--- src/rtl/fft_frame_src.sv ---
// fft_frame_src: captures one frame of ADC samples per start pulse and streams
// them to an FFT core over AXI-Stream as {16'h0 imaginary, 16-bit real}.
//
// Ports:
//   i_clk, i_rst_n      clock (rising edge), asynchronous active-low reset
//   i_start            one-cycle pulse arming capture of one frame (IDLE only)
//   i_ad_data          ADC sample code, DATA_W bits
//   i_ad_valid         sample strobe
//   o_m_axis_tdata     [15:0] real part, [31:16] imaginary part (always 0)
//   o_m_axis_tvalid    AXI-Stream valid
//   i_m_axis_tready    AXI-Stream ready
//   o_m_axis_tlast     marks the FRAME_LEN-th beat
//   o_busy             high while capturing or draining
//   o_frame_done       one-cycle pulse after the last beat
//   o_overflow         sticky: a sample of this frame was dropped
module fft_frame_src #(
    parameter int unsigned DATA_W     = 12,
    parameter int unsigned FRAME_LEN  = 4096,
    parameter int unsigned FIFO_DEPTH = 16,
    parameter bit          OFFSET_BIN = 1'b1
) (
    input  logic              i_clk,
    input  logic              i_rst_n,
    input  logic              i_start,
    input  logic [DATA_W-1:0] i_ad_data,
    input  logic              i_ad_valid,
    output logic [31:0]       o_m_axis_tdata,
    output logic              o_m_axis_tvalid,
    input  logic              i_m_axis_tready,
    output logic              o_m_axis_tlast,
    output logic              o_busy,
    output logic              o_frame_done,
    output logic              o_overflow
);

    localparam int unsigned CNT_W = $clog2(FRAME_LEN) + 1;
    localparam int unsigned PTR_W = $clog2(FIFO_DEPTH);

    localparam logic [CNT_W-1:0] FRAME_CNT = CNT_W'(FRAME_LEN);
    localparam logic [CNT_W-1:0] LAST_CNT  = CNT_W'(FRAME_LEN - 1);
    localparam logic [PTR_W:0]   FULL_CNT  = (PTR_W + 1)'(FIFO_DEPTH);

    typedef enum logic [1:0] {
        IDLE    = 2'd0,
        CAPTURE = 2'd1,
        DRAIN   = 2'd2,
        DONE    = 2'd3
    } state_t;

    state_t r_state;
    state_t w_state_next;

    logic [15:0]      r_mem [FIFO_DEPTH];
    logic [PTR_W-1:0] r_wr_ptr;
    logic [PTR_W-1:0] r_rd_ptr;
    logic [PTR_W:0]   r_count;
    logic [CNT_W-1:0] r_in_cnt;
    logic [CNT_W-1:0] r_out_cnt;
    logic             r_overflow;

    logic              w_active;
    logic              w_empty;
    logic              w_full;
    logic              w_tvalid;
    logic              w_tlast;
    logic              w_rd;
    logic              w_room;
    logic              w_wr;
    logic              w_drop;
    logic              w_arm;
    logic [DATA_W-1:0] w_code;
    logic [15:0]       w_real;

    // Sample conversion: offset-binary becomes two's complement by flipping the MSB.
    always_comb begin
        w_code = i_ad_data;
        if (OFFSET_BIN) begin
            w_code[DATA_W-1] = ~i_ad_data[DATA_W-1];
            w_real           = 16'($signed(w_code));
        end else begin
            w_real = 16'(w_code);
        end
    end

    always_comb begin
        w_active = (r_state == CAPTURE) || (r_state == DRAIN);
        w_empty  = (r_count == '0);
        w_full   = (r_count == FULL_CNT);
        w_tvalid = w_active && !w_empty;
        w_tlast  = w_tvalid && (r_out_cnt == LAST_CNT);
        w_rd     = w_tvalid && i_m_axis_tready;
        // Once the frame is fully captured, further strobes are not part of it.
        w_room   = (r_in_cnt != FRAME_CNT);
        // A simultaneous read frees the slot, so a full FIFO still accepts.
        w_wr     = (r_state == CAPTURE) && i_ad_valid && w_room && (!w_full || w_rd);
        w_drop   = (r_state == CAPTURE) && i_ad_valid && w_room && w_full && !w_rd;
        w_arm    = (r_state == IDLE) && i_start;
    end

    always_comb begin
        w_state_next = r_state;
        unique case (r_state)
            IDLE: begin
                if (i_start) begin
                    w_state_next = CAPTURE;
                end
            end
            CAPTURE: begin
                // The last beat can already go out in the cycle capture completes.
                if (r_in_cnt == FRAME_CNT) begin
                    w_state_next = (w_rd && w_tlast) ? DONE : DRAIN;
                end
            end
            DRAIN: begin
                if (w_rd && w_tlast) begin
                    w_state_next = DONE;
                end
            end
            DONE: begin
                w_state_next = IDLE;
            end
            default: begin
                w_state_next = IDLE;
            end
        endcase
    end

    always_ff @(posedge i_clk or negedge i_rst_n) begin
        if (!i_rst_n) begin
            r_state <= IDLE;
        end else begin
            r_state <= w_state_next;
        end
    end

    always_ff @(posedge i_clk or negedge i_rst_n) begin
        if (!i_rst_n) begin
            r_wr_ptr   <= '0;
            r_rd_ptr   <= '0;
            r_count    <= '0;
            r_in_cnt   <= '0;
            r_out_cnt  <= '0;
            r_overflow <= 1'b0;
        end else if (w_arm) begin
            r_wr_ptr   <= '0;
            r_rd_ptr   <= '0;
            r_count    <= '0;
            r_in_cnt   <= '0;
            r_out_cnt  <= '0;
            r_overflow <= 1'b0;
        end else begin
            if (w_wr) begin
                r_wr_ptr <= r_wr_ptr + PTR_W'(1);
                r_in_cnt <= r_in_cnt + CNT_W'(1);
            end
            if (w_rd) begin
                r_rd_ptr  <= r_rd_ptr + PTR_W'(1);
                r_out_cnt <= r_out_cnt + CNT_W'(1);
            end
            unique case ({w_wr, w_rd})
                2'b10:   r_count <= r_count + (PTR_W + 1)'(1);
                2'b01:   r_count <= r_count - (PTR_W + 1)'(1);
                default: r_count <= r_count;
            endcase
            if (w_drop) begin
                r_overflow <= 1'b1;
            end
        end
    end

    // Storage needs no reset: occupancy is tracked by r_count and outputs are gated.
    always_ff @(posedge i_clk) begin
        if (w_wr) begin
            r_mem[r_wr_ptr] <= w_real;
        end
    end

    always_comb begin
        o_m_axis_tvalid = w_tvalid;
        o_m_axis_tdata  = w_tvalid ? {16'h0000, r_mem[r_rd_ptr]} : 32'h0;
        o_m_axis_tlast  = w_tlast;
        o_busy          = w_active;
        o_frame_done    = (r_state == DONE);
        o_overflow      = r_overflow;
    end

endmodule

--- config.mk ---
export PLATFORM = sky130hd
export DESIGN_NAME = fft_frame_src
export DESIGN_NICKNAME = d
export VERILOG_FILES = /design/src/rtl/fft_frame_src.sv
export SDC_FILE = /design/constraint.sdc
export NUM_CORES = 1
export LEC_CHECK = 0
export CORE_AREA = 3 3 153 155
export CTS_CLUSTER_SIZE = 10
export DETAILED_ROUTE_END_ITERATION = 10
export DIE_AREA = 0 0 156 158
export PLACE_DENSITY = 0.62
export SYNTH_ARGS = -nofsm -noshare
export SYNTH_HDL_FRONTEND = slang
export SYNTH_SLANG_ARGS = --single-unit
--- constraint.sdc ---
create_clock -name i_clk -period 4.3 [get_ports i_clk]
set_input_delay 0.645 -clock i_clk [delete_from_list [all_inputs] [get_ports i_clk]]
set_output_delay 0.645 -clock i_clk [all_outputs]
set_load 0.02 [all_outputs]
Word level (Yosys, flattened, before mapping)
Memories as Yosys holds them, arrays and structs flattened. Index checks and enable logic that the tools add are counted.

Bits in registers: 42. RAM bits: 256. Input port bits: 17. Output and inout port bits: 37. Word-level logic and storage cells: 69. Memories: 1.

Memory list: r_mem (words 16, width 16, read ports 1, clocked after memory_dff 0, wr ports 1, RTL line 53) `logic [15:0] r_mem [FIFO_DEPTH];`.

Add/subtract/negate cells: 6. Eq/ne operators: 12. Muxes and demuxes: 20. Bitwise operators: 1. Reductions and logical operators: 22.

Operator list (count): 2-to-1 mux 13 bit (4); adder 13 x 1 -> 13 bit (second input constant) (2); 2-to-1 mux 16 bit (1); 2-to-1 mux 4 bit (4); equality test 13 x 12 -> 1 bit (second input constant) (1); equality test 13 bit (second input constant) (1); != test 13 bit (second input constant) (1); logical AND 1 bit (10); one-hot mux 5 bit (2 select lines) (1); adder 4 x 1 -> 4 bit (second input constant) (2); one-hot mux 2 bit (4 select lines) (1); equality test 2 bit (second input constant) (3); 2-to-1 mux 2 bit (3); nonzero test 2 bit (3); adder 5 x 1 -> 5 bit (second input constant) (1); equality test 5 bit (second input constant) (1); logical NOT 5 bit (1); 2-to-1 mux 1 bit (5); 2-to-1 mux 5 bit (1); subtractor 5 x 1 -> 5 bit (second input constant) (1); equality test 2 x 1 -> 1 bit (second input constant) (2); != test 2 x 1 -> 1 bit (second input constant) (2); logical NOT 1 bit (3); AND reduction 3 bit (1); other kinds (5) (6).

Longest topological paths before layout
Gate-level depths: netlist (run 1).

Depth after elaboration: 9. Gate-level depth with buffers: 13.

Worst setup path after synthesis (run 1)
No wires, ideal clock.

Kind: reg2reg. From: register r_state[1]. To: register r_count[4]. Library setup time: 82 ps. Arrival: 2891 ps. Data required time: 4218 ps. Setup slack: 1327 ps. Stages on the path, launching flop included: 13. Path through: dfrtp_1 -> inv_1 -> ha_1 -> nand2_1 -> a21oi_2 -> nand2_1 -> inv_1 -> ha_1 -> nand2b_1 -> a21oi_1 -> or4_1 -> a21o_1 -> a31oi_1.

Word-level cells in the longest chain between the ends: 9.

Ends and longest elaborated chain: start, declared (RTL line 50) `state_t r_state;`; start signal, assigned (RTL line 132) `r_state <= w_state_next;`; equality test 2 x 1 -> 1 bit / equality test 2 bit (equally long branches) (RTL line 86) `w_active = (r_state == CAPTURE) || (r_state == DRAIN);`; logical OR 1 bit (*) (RTL line 86); named net o_busy (RTL line 31) `output logic o_busy,`; logical AND 1 bit (*) (RTL line 89) `w_tvalid = w_active && !w_empty;`; logical AND 1 bit (*) (RTL line 91) `w_rd = w_tvalid && i_m_axis_tready;`; logical OR 1 bit (RTL line 95) `w_wr = (r_state == CAPTURE) && i_ad_valid && w_room && (!w_full || w_rd);`; logical AND 1 bit (RTL line 95); equality test 2 x 1 -> 1 bit / equality test 2 bit (equally long branches) (RTL line 160) `unique case ({w_wr, w_rd})`; one-hot mux 5 bit (2 select lines) (RTL line 160); 2-to-1 mux 5 bit (RTL line 144) `end else if (w_arm) begin`; end signal, assigned (RTL line 161) `2'b10: r_count <= r_count + (PTR_W + 1)'(1);`; end signal, assigned (RTL line 162) `2'b01: r_count <= r_count - (PTR_W + 1)'(1);`; end signal, assigned (RTL line 163) `default: r_count <= r_count;`; end, declared (RTL line 56) `logic [PTR_W:0] r_count;`.

Mark *: on every way through the listed nets, which the timed path passes. The rest lies on a longest branch. A chain may end at the register's enable or synchronous reset.

Final worst setup path (run 1)
From: register r_rd_ptr[0]. To: output o_m_axis_tdata[14].

Word-level cells in the longest chain between the ends: 2.

Ends and longest elaborated chain: start, declared (RTL line 55) `logic [PTR_W-1:0] r_rd_ptr;`; start signal, assigned (RTL line 157) `r_rd_ptr <= r_rd_ptr + PTR_W'(1);`; memory read (16 x 16 bit); 2-to-1 mux 16 bit (RTL line 180) `o_m_axis_tdata = w_tvalid ? {16'h0000, r_mem[r_rd_ptr]} : 32'h0;`; end, declared (RTL line 27) `output logic [31:0] o_m_axis_tdata,`.

Every way passes these cells.

==> results.md, run 1 <==
* Maximum cell stage delay along the critical path at 0.65 ns
* Largest net degree at the start of global routing at 43
* Main flop type after synthesis: sky130_fd_sc_hd__edfxtp_1
* Most frequent cells after synthesis: 192 x sky130_fd_sc_hd__edfxtp_1, 60 x sky130_fd_sc_hd__mux4_2, 42 x sky130_fd_sc_hd__dfrtp_1, 34 x sky130_fd_sc_hd__nor2_1, 22 x sky130_fd_sc_hd__nand2_1
* Total DRC errors in the routed layout at 0
* Root buffer cell: sky130_fd_sc_hd__clkbuf_16
* Min cycle time layout at 3.919 ns
* Buffer count from post-CTS setup fixing at 0
* Top-level port count at 54
* Clock slew at the register clock pins of the worst setup and hold paths at 0.05 ns
* Arrival @ worst endpoint at 3.27 ns
* RePlAce Congestion at 0.8035
* Fraction of layout instances using a drive strength above 1 at 0.1960
* Run status: finished clean
* Final-layout fill cell count at 1758
* Share of Yosys cell area claimed by the top area cell type at 0.5772
* Max-slew violation count at 0
* Sequential share of the synthesized area at 0.6824
* Number of enable-type register cells in the synthesized netlist at 192
* Biggest area contributors in the synthesized netlist: sky130_fd_sc_hd__edfxtp_1 58%, sky130_fd_sc_hd__mux4_2 14%, sky130_fd_sc_hd__dfrtp_1 11%
* Area of all placed cells without fillers at 11530 µm²
* Clock Latency Late Sink at 0.55 ns
* Slew at the pin closest to its max-slew limit at 0.9290 ns
* Number of warnings reported in the yosys synthesis log at 0
* DR WL/cell at 21.19 µm
* Ordered list of cells on the worst path: buf_4, mux4_2, mux4_2, nor2b_1, clkdlybuf4s50_1
* Crit path required time at 3.65 ns
* Total global routing overflow at 0
* Count of buffers from port buffering at 37
* Max Fanout on Critical Path at 18
* Die height at 158 µm
* Peak ir drop on the vdd network at 0.3172 mV
* Fraction of synthesis flops using an asynchronous set or reset pin at 0.1795
* Number of distinct standard cells referenced by the synthesized netlist at 46
* Vias in the first global route at 5478
* Core region area at 21960 µm²
* Final setup viols at 0
* Number of inserted diodes at 0
* H-tree levels at 1
* Count of TritonRoute iterations in the first routing pass at 4
* Max Fclk at 255.2 MHz
* Post-route setup TNS at 0 ns
* CP Capture Type: primary output
* Area overhead of the layout relative to synthesis at 15.44%
* Sum of internal, switching and leakage power at 0.007174 W
* Antenna violations before repair at 0
* Nets at 677
* Syn Std Cell Area at 9990 µm²
* Number of sinks handled by clock tree synthesis at 234
* Most common cell in the netlist: sky130_fd_sc_hd__edfxtp_1
* Total number of placement rows at 54
* Relative slew margins at 0.3807
* Number of DRC markers in iteration 0 at 409
* CTS max path bufs at 3
* DIE WIDTH at 156 µm
* Post-Route Skew at 0.04369 ns
* Final-report hold violation count at 0
* Worst hold path type: primary input to async pin
* DPL Wire Length at 12020 µm
* Total number of vias at 5122
* CTS tree: built
* Share of the clock period used by the worst path after layout at 0.9114
* Number of buffer and inverter instances along the worst setup path at 2
* Delay-heaviest family, CP: multiplexers
* First-pass GRT wire length at 31310 µm
* Number of buffers inserted during clock tree synthesis at 28
* Starting density of the core at 0.4549
* Setup repair after global routing missed its margin: no
* Total routed wirelength at 19770 µm
* Antenna-violating nets left at 0
* Aggregate global-route resource usage at 0.1658
* Number of resized instances in the post-cts repair step at 0
* Seq cells post-synth at 234
* Drt via density at 5.490
* Die area at 24650 µm²
* Critical path's slowest cell: sky130_fd_sc_hd__dfrtp_4
* Post-cts hold buffer count at 0
* Setup Crit Path Kind: flip-flop to primary output
* Syn Inst Count at 581
* Max-capacitance violation count at 0
* Launching element type of the critical path: flip-flop
* Leakage power summed over all cells at 3.938 nW
* Post-Synthesis Mean Instance Area at 17.19 µm²
* Largest area contributor in the netlist: sky130_fd_sc_hd__edfxtp_1
* Most Frequent Cell on Critical Path: sky130_fd_sc_hd__mux4_2
* Power per Cell Area at 622.0 nW/µm²
* Placed cell areas at 10720 µm²
path summary, 6_finish.rpt:
check | slack, ns | end | cells past startpoint | startpoint
hold reg to reg | 0.52 | o_overflow | 2 | o_overflow
hold / removal | 0.28 | r_out_cnt[9] | 1 | i_rst_n
max in group asynchronous | 3.35 | r_rd_ptr[0] | 1 | i_rst_n
min in group i_clk | 0.52 | o_overflow | 2 | o_overflow
setup / recovery | 0.38 | o_m_axis_tdata[14] | 5 | r_rd_ptr[0]
setup reg to reg | 1.13 | r_mem[11][6] | 7 | r_state[1]
kinds of logic (layout without fill, tap and decap cells):
| kind of cell | count (synthesis) | after routing | synth area share |
|---|---|---|---|
| flops | 234 | 234 | 0.6824 |
| mux | 60 | 60 | 0.1353 |
| other cells | 1 | 16 | 0.0003754 |
| fa+ha+maj | 17 | 17 | 0.02204 |
| compound gates | 36 | 36 | 0.02217 |
| buf+inv | 58 | 115 | 0.03081 |
| simple gates | 146 | 146 | 0.08154 |
| xor+xnor | 29 | 29 | 0.02543 |
worst register-to-register path, stage by stage, from the launching register on:
cell and delay, ns:
sky130_fd_sc_hd__dfrtp_1 0.40, sky130_fd_sc_hd__inv_1 0.11, sky130_fd_sc_hd__ha_1 0.39, sky130_fd_sc_hd__nand2_1 0.20
sky130_fd_sc_hd__nand3_1 0.35, sky130_fd_sc_hd__nand2_1 0.23, sky130_fd_sc_hd__nor3b_1 0.40, sky130_fd_sc_hd__and2_1 0.71
per-stage QoR:
step | hold slack (ns) | utilization | setup slack (ns) | std cells
3_5_place_dp | 0.5137 | 0.4880 | 0.8764 | 893
4_1_cts | 0.3070 | 0.5252 | 0.3186 | 933
5_1_grt | 0.3532 | 0.5252 | 0.2190 | 933
6_report | 0.2767 | 0.5252 | 0.3808 | 933
3_3_place_gp | 0.4923 | 0.4880 | 0.8902 | 893
2_1_floorplan | 0.3494 | - | 1.327 | 596
layout by cell type, fill, tap and decap left out, drive strengths merged, types with 8 or more instances in the layout:
| master | count |
|---|---|
| nand2 | 22 |
| xnor2 | 17 |
| buf | 25 |
| nand4 | 9 |
| inv | 14 |
| xor2 | 12 |
| nor4 | 8 |
| edfxtp | 192 |
| a21oi | 16 |
| nand3 | 15 |
| clkdlybuf4s50 | 36 |
| ha | 16 |
| nor2 | 34 |
| mux4 | 60 |
| conb | 16 |
| and2 | 15 |
| dfrtp | 42 |
| nor2b | 13 |
| clkbuf | 38 |
area by class of cell:
type                       instances  area (µm²)  area share
clock buffer                      38       778.2     0.06748
sequential                       234        6822      0.5915
multi-input combinational        304        2922      0.2533
clock inverter                     2       37.54    0.003255
tap                              280       350.3     0.03038
timing repair buffer              61       570.5     0.04947
inverter                          14       52.55    0.004557
sequential cells by signal, indices dropped and copies added, names as in the netlist:
signal,cells
r_count,5
r_in_cnt,13
r_wr_ptr,4
r_out_cnt,13
r_mem,192
o_overflow,1
r_state,2
r_rd_ptr,4
metal layers:
metal  vias to the layer above  part of all wire  GRT usage
met5                         -                 0          0
met4                         0             0.016    0.03869
met3                        25             0.035    0.02269
met2                       103              0.50     0.2831
met1                      2647              0.45     0.2290
li1                       2347                 -          -
power breakdown:
part / internal [W] / switching (W) / leakage [nW]
Sequential: 0.00261 / 0.000206 / 2.29
Combinational: 0.00113 / 0.00115 / 1.25
Clock: 0.00124 / 0.000832 / 0.392
Total: 0.00499 / 0.00219 / 3.94
(Power assumes the default switching activity.)
==> run 2: changes to the inputs <==
- CTS_CLUSTER_SIZE: 10 -> 12
==> results.md, run 2 (synthesized netlist as in run 1, its figures left out) <==
* Largest net degree at the start of global routing at 43 (unchanged)
* Total global routing overflow at 0 (unchanged)
* Die height at 158 µm (unchanged)
* Count of buffers from port buffering at 37 (unchanged)
* Setup Crit Path Kind: flip-flop to primary output
* Total routed wirelength at 19800 µm (+0.12%)
* Clock Latency Late Sink at 0.53 ns (-0.02 ns)
* Max Fclk at 255.2 MHz (about the same)
* Share of the clock period used by the worst path after layout at 0.9113 (about the same)
* Starting density of the core at 0.4549 (unchanged)
* Max-slew violation count at 0 (unchanged)
* Final-report hold violation count at 0 (unchanged)
* Antenna-violating nets left at 0 (unchanged)
* Total number of placement rows at 54 (unchanged)
* Final setup viols at 0 (unchanged)
* Leakage power summed over all cells at 3.928 nW (-0.24%)
* Buffer count from post-CTS setup fixing at 0 (unchanged)
* Count of placed standard cells in the final layout, fillers left out at 938 (+0.54%)
* Root buffer cell: sky130_fd_sc_hd__clkbuf_16
* Post-route setup TNS at 0 ns (unchanged)
* Power per Cell Area at 618.0 nW/µm² (-0.65%)
* Placed cell areas at 10720 µm² (unchanged)
* Number of DRC markers in iteration 0 at 399 (-2.4%)
* Top-level port count at 54 (unchanged)
* Relative slew margins at 0.3835 (+0.002871)
* Max reg flops at 192 (unchanged)
* Count of TritonRoute iterations in the first routing pass at 4 (unchanged)
* H-tree levels at 1 (unchanged)
* Number of sinks handled by clock tree synthesis at 234 (unchanged)
* Final-layout fill cell count at 1765 (+0.40%)
* Total DRC errors in the routed layout at 0 (unchanged)
* DPL Wire Length at 12020 µm (unchanged)
* Worst hold path type: primary input to async pin
* CP Capture Type: primary output
* Max-capacitance violation count at 0 (unchanged)
* DR WL/cell at 21.11 µm (-0.42%)
* Antenna violations before repair at 0 (unchanged)
* Number of buffers inserted during clock tree synthesis at 26 (-7.1%)
* CTS tree: built
* DIE WIDTH at 156 µm (unchanged)
* First-pass GRT wire length at 31460 µm (+0.49%)
* Die area at 24650 µm² (unchanged)
* Run status: finished clean
* Largest registers: r_mem: 192 flops, r_in_cnt: 13 flops, r_out_cnt: 13 flops
* CTS max path bufs at 3 (unchanged)
* Area of all placed cells without fillers at 11500 µm² (-0.27%)
* Area overhead of the layout relative to synthesis at 15.13%
* Number of inserted diodes at 0 (unchanged)
* Drt via density at 5.576 (+1.6%)
* Arrival @ worst endpoint at 3.27 ns (about the same)
* Post-Route Skew at 0.02100 ns (-0.02269 ns)
* Max Fanout on Critical Path at 18 (unchanged)
* Most common cell after layout, fill and taps aside: sky130_fd_sc_hd__edfxtp_1
* Min cycle time layout at 3.919 ns (-0.0005330 ns)
* Core region area at 21960 µm² (unchanged)
* Crit path required time at 3.65 ns (about the same)
* Largest reg by FF count: r_mem
* Vias in the first global route at 5474 (-0.073%)
* RePlAce Congestion at 0.8035 (unchanged)
* Clock slew at the register clock pins of the worst setup and hold paths at 0.06 ns (about the same)
* Fraction of layout instances using a drive strength above 1 at 0.1930 (-0.003009)
* Total number of vias at 5230 (+2.1%)
* Launching element type of the critical path: flip-flop
* Nets at 675 (-0.30%)
* Post-cts hold buffer count at 0 (unchanged)
* Peak ir drop on the vdd network at 0.3164 mV (-0.25%)
* Setup repair after global routing missed its margin: no
* Most frequent cells in the layout: 192 x sky130_fd_sc_hd__edfxtp_1, 60 x sky130_fd_sc_hd__mux4_2, 40 x sky130_fd_sc_hd__dfrtp_1, 36 x sky130_fd_sc_hd__clkdlybuf4s50_1, 34 x sky130_fd_sc_hd__nor2_1
* Number of resized instances in the post-cts repair step at 0 (unchanged)
* Worst hold slack at 0.2683 ns (-0.008389 ns)
* Slew at the pin closest to its max-slew limit at 0.9247 ns (-0.004306 ns)
* Post-route core utilization at 0.5238 (-0.001424)
* Number of cells in the design after placement at 893 (unchanged)
* Aggregate global-route resource usage at 0.1663 (+0.0005066)
[run 2: stage by stage]
stage	worst slack (ns)	total power, W
final	0.3813	0.007108
after global routing	0.2129	0.007498
after CTS	0.3127	0.007210
after detailed placement	0.8764	0.005166
after global placement	0.8902	0.005110
after floorplan	1.327	0.004397
[run 2: final timing paths]
kind	start	to	slack, ns	depth (start not counted)
worst min-delay path	i_rst_n	r_out_cnt[9]	0.27	1
worst min register to register	o_overflow	o_overflow	0.52	2
min in group i_clk	o_overflow	o_overflow	0.52	2
worst max register to register	r_state[1]	r_mem[11][0]	1.12	7
max in group asynchronous	i_rst_n	r_rd_ptr[0]	3.36	1
worst max-delay path	r_rd_ptr[0]	o_m_axis_tdata[14]	0.38	5
[run 2: layer usage]
| layer | up-vias | part of all wire | track usage |
|---|---|---|---|
| li1 | 2352 | - | - |
| met1 | 2720 | 0.43 | 0.2278 |
| met2 | 131 | 0.50 | 0.2835 |
| met3 | 27 | 0.056 | 0.02624 |
| met4 | 0 | 0.018 | 0.03869 |
| met5 | - | 0 | 0 |
[run 2: final cells by class]
class / instances / area (µm²) / area share
clock buffer: 31 / 669.4 / 0.05820
timing repair buffer: 61 / 570.5 / 0.04961
inverter: 14 / 52.55 / 0.004569
multi-input combinational: 304 / 2922 / 0.2540
sequential: 234 / 6822 / 0.5931
clock inverter: 14 / 115.1 / 0.01001
tap: 280 / 350.3 / 0.03046
[run 2: worst max-delay path, cell delays in order, from the launching register on]
cell and delay [ns]:
sky130_fd_sc_hd__dfrtp_4 0.64, sky130_fd_sc_hd__buf_4 0.34, sky130_fd_sc_hd__mux4_2 0.54, sky130_fd_sc_hd__mux4_2 0.46, sky130_fd_sc_hd__nor2b_1 0.19, sky130_fd_sc_hd__clkdlybuf4s50_1 0.57
[run 2: where the power goes]
group | switching [W] | internal [W]
registers | 0.000208 | 0.00261
clock network | 0.000847 | 0.00117
logic | 0.00114 | 0.00113
total | 0.00220 | 0.00491
==> run 3: changes to the inputs <==
- CTS_CLUSTER_DIAMETER: default -> 80
- RECOVER_POWER: default -> 25
==> results.md, run 3 (synthesized netlist as in run 1, its figures left out) <==
* Run status: finished with violations
* Failing checks: max-capacitance violations, max-slew violations
* Largest net degree at the start of global routing at 43 (unchanged)
* Ordered list of cells on the worst path: buf_4, mux4_2, mux4_2, nor2b_1, clkdlybuf4s50_1
* Starting density of the core at 0.4549 (unchanged)
* Number of sinks handled by clock tree synthesis at 234 (unchanged)
* Peak ir drop on the vdd network at 0.3226 mV (+2.0%)
* Largest registers: r_mem: 192 flops, r_in_cnt: 13 flops, r_out_cnt: 13 flops
* CP Capture Type: primary output
* Worst-case reg-to-reg path depth at 7 (unchanged)
* Post-route core utilization at 0.5166 (-0.007123)
* Max Fanout on Critical Path at 18 (unchanged)
* Fraction of layout instances using a drive strength above 1 at 0.1832 (-0.009779)
* DR WL/cell at 21.36 µm (+1.2%)
* Critical path's slowest cell: sky130_fd_sc_hd__dfrtp_4
* Origin of the worst setup path: r_rd_ptr[0]
* Share of power burned in the clock network at 0.256 (-0.028)
* Logic pwr share at 0.334 (+0.014)
* Total number of placement rows at 54 (unchanged)
* Worst hold path type: flip-flop to flip-flop
* Max-slew violation count at 43 (+43)
* Number of DRC markers in iteration 0 at 437 (+9.5%)
* DIE WIDTH at 156 µm (unchanged)
* Post-route worst setup slack at 0.3781 ns (-0.003189 ns)
* Die height at 158 µm (unchanged)
* CTS tree: built
* Post-cts hold buffer count at 0 (unchanged)
* Final setup viols at 0 (unchanged)
* H-tree levels at 1 (unchanged)
* Aggregate global-route resource usage at 0.1668 (+0.0004468)
* Most Frequent Cell on Critical Path: sky130_fd_sc_hd__mux4_2
* Most common cell after layout, fill and taps aside: sky130_fd_sc_hd__edfxtp_1
* Count of buffers from port buffering at 37 (unchanged)
* Final-report hold violation count at 0 (unchanged)
* Total DRC errors in the routed layout at 0 (unchanged)
* RePlAce Congestion at 0.8035 (unchanged)
* Top-level port count at 54 (unchanged)
* Leakage power summed over all cells at 3.848 nW (-2.0%)
* R2r setup slk at 1.12 ns (about the same)
* Launching element type of the critical path: flip-flop
* Switching pwr at 0.002143 W (-2.5%)
* Relative slew margins at -0.4727 (-0.8563)
* Root buffer cell: sky130_fd_sc_hd__clkbuf_16
* Area overhead of the layout relative to synthesis at 13.56%
* Number of buffers inserted during clock tree synthesis at 23 (-12%)
* Die area at 24650 µm² (unchanged)
* Count of TritonRoute iterations in the first routing pass at 4 (unchanged)
* Post-Route Skew at 0.008041 ns (-0.01296 ns)
* Max reg flops at 192 (unchanged)
* CTS max path bufs at 3 (unchanged)
* Maximum cell stage delay along the critical path at 0.65 ns (about the same)
* Number of resized instances in the post-cts repair step at 0 (unchanged)
* Buffer count from post-CTS setup fixing at 0 (unchanged)
* Min cycle time layout at 3.922 ns (+0.003189 ns)
* Switch share at 0.3125 (+0.003178)
* Destination of the critical timing path: o_m_axis_tdata[14]
* Setup Crit Path Kind: flip-flop to primary output
* Internal power contribution at 0.004714 W (-4.0%)
* Largest reg by FF count: r_mem
* Total global routing overflow at 0 (unchanged)
* FF+latch area at 6822 µm² (unchanged)
* Antenna-violating nets left at 0 (unchanged)
* Power per Cell Area at 604.4 nW/µm² (-2.2%)
* Max-capacitance violation count at 1 (+1)
* Antenna violations before repair at 0 (unchanged)
* First-pass GRT wire length at 31440 µm (about the same)
* Share of the clock period used by the worst path after layout at 0.9121 (about the same)
* Crit path required time at 3.65 ns (about the same)
* Setup repair after global routing missed its margin: no
* Final-layout fill cell count at 1766 (+0.057%)
* Total number of vias at 5169 (-1.2%)
* Worst R2R Start: r_state[1]
* Drt via density at 5.588 (+0.22%)
* Reg-to-Reg End: r_mem[11][8]
* Post-route setup TNS at 0 ns (unchanged)
* Arrival @ worst endpoint at 3.28 ns (about the same)
* Max Fclk at 255.0 MHz (about the same)
* Clock Latency Late Sink at 0.51 ns (-0.02 ns)
* Total routed wirelength at 19760 µm (-0.18%)
* Clock slew at the register clock pins of the worst setup and hold paths at 0.06 ns (about the same)
* Core region area at 21960 µm² (unchanged)
* DPL Wire Length at 12020 µm (unchanged)
* Setup Slack @ Placement at 0.8764 ns (unchanged)
* Nets at 672 (-0.44%)
* Relative contribution of sequential cells to total power at 0.410 (+0.014)
* Most frequent cells in the layout: 192 x sky130_fd_sc_hd__edfxtp_1, 60 x sky130_fd_sc_hd__mux4_2, 40 x sky130_fd_sc_hd__dfrtp_1, 34 x sky130_fd_sc_hd__nor2_1, 31 x sky130_fd_sc_hd__clkdlybuf4s50_1
* Slew at the pin closest to its max-slew limit at 2.209 ns (+1.284 ns)
* Area of the multi-input gates at 2922 µm² (unchanged)
* Worst hold slack at 0.5192 ns (+0.2509 ns)
* Vias in the first global route at 5431 (-0.79%)
==> run 3: cell types whose count changed in the layout (fill, tap and decap cells not counted), moves of 2 or more <==
cell,delta
sky130_fd_sc_hd__clkdlybuf4s50_1,-5
sky130_fd_sc_hd__clkbuf_1,+2
sky130_fd_sc_hd__clkbuf_16,-3
sky130_fd_sc_hd__clkinv_2,-4
sky130_fd_sc_hd__dlygate4sd3_1,+5
sky130_fd_sc_hd__clkinv_1,-7
==> run 3: layer usage <==
metal  track usage  share of wire
met5             0              0
met4       0.03953          0.019
met3       0.02460          0.062
met2        0.2816           0.50
met1        0.2316           0.42
==> run 3: how the worst min path moves through the flow <==
stage | endpoint | start | cells past startpoint
floorplan | o_overflow | i_rst_n | 0
global placement | o_overflow | o_overflow | 2
detailed placement | o_overflow | o_overflow | 2
CTS | r_out_cnt[9] | i_rst_n | 1
global route | o_overflow | o_overflow | 2
finish | o_overflow | o_overflow | 2
==> run 3: layout make-up <==
| type | instances | area share |
|---|---|---|
| Clock inverter | 2 | 0.002537 |
| Inverter | 14 | 0.004632 |
| Multi-Input combinational cell | 304 | 0.2575 |
| Timing Repair Buffer | 61 | 0.05018 |
| Antenna cell | 1 | 0.0002206 |
| Clock buffer | 29 | 0.05272 |
| Sequential cell | 234 | 0.6013 |
| Tap cell | 280 | 0.03088 |
==> run 3: worst max-delay path, delay by kind of cell, from the launching register on <==
| kind | cells | cell delay, ns |
|---|---|---|
| buffers and inverters | 2 | 0.92 |
| flip-flops | 1 | 0.65 |
| multiplexers | 2 | 1.00 |
| AND/OR/NAND/NOR | 1 | 0.18 |
==> run 3: metrics by stage <==
| stage | area [µm²] | std cells | total power (W) |
|---|---|---|---|
| after floorplan | 10050 | 596 | 0.004397 |
| after global placement | 10720 | 893 | 0.005110 |
| after detailed placement | 10720 | 893 | 0.005166 |
| after CTS | 11340 | 924 | 0.006949 |
| after global routing | 11340 | 924 | 0.007240 |
| final | 11340 | 925 | 0.006857 |
==> run 3: power groups by stage <==
stage	sequential (W)	combinational [W]	clock (W)
6_report	0.00281	0.00229	0.00176
5_1_grt	0.00284	0.00248	0.00192
3_5_place_dp	0.00287	0.00230	0
2_1_floorplan	0.00273	0.00167	0
4_1_cts	0.00282	0.00232	0.00181
3_3_place_gp	0.00286	0.00225	0
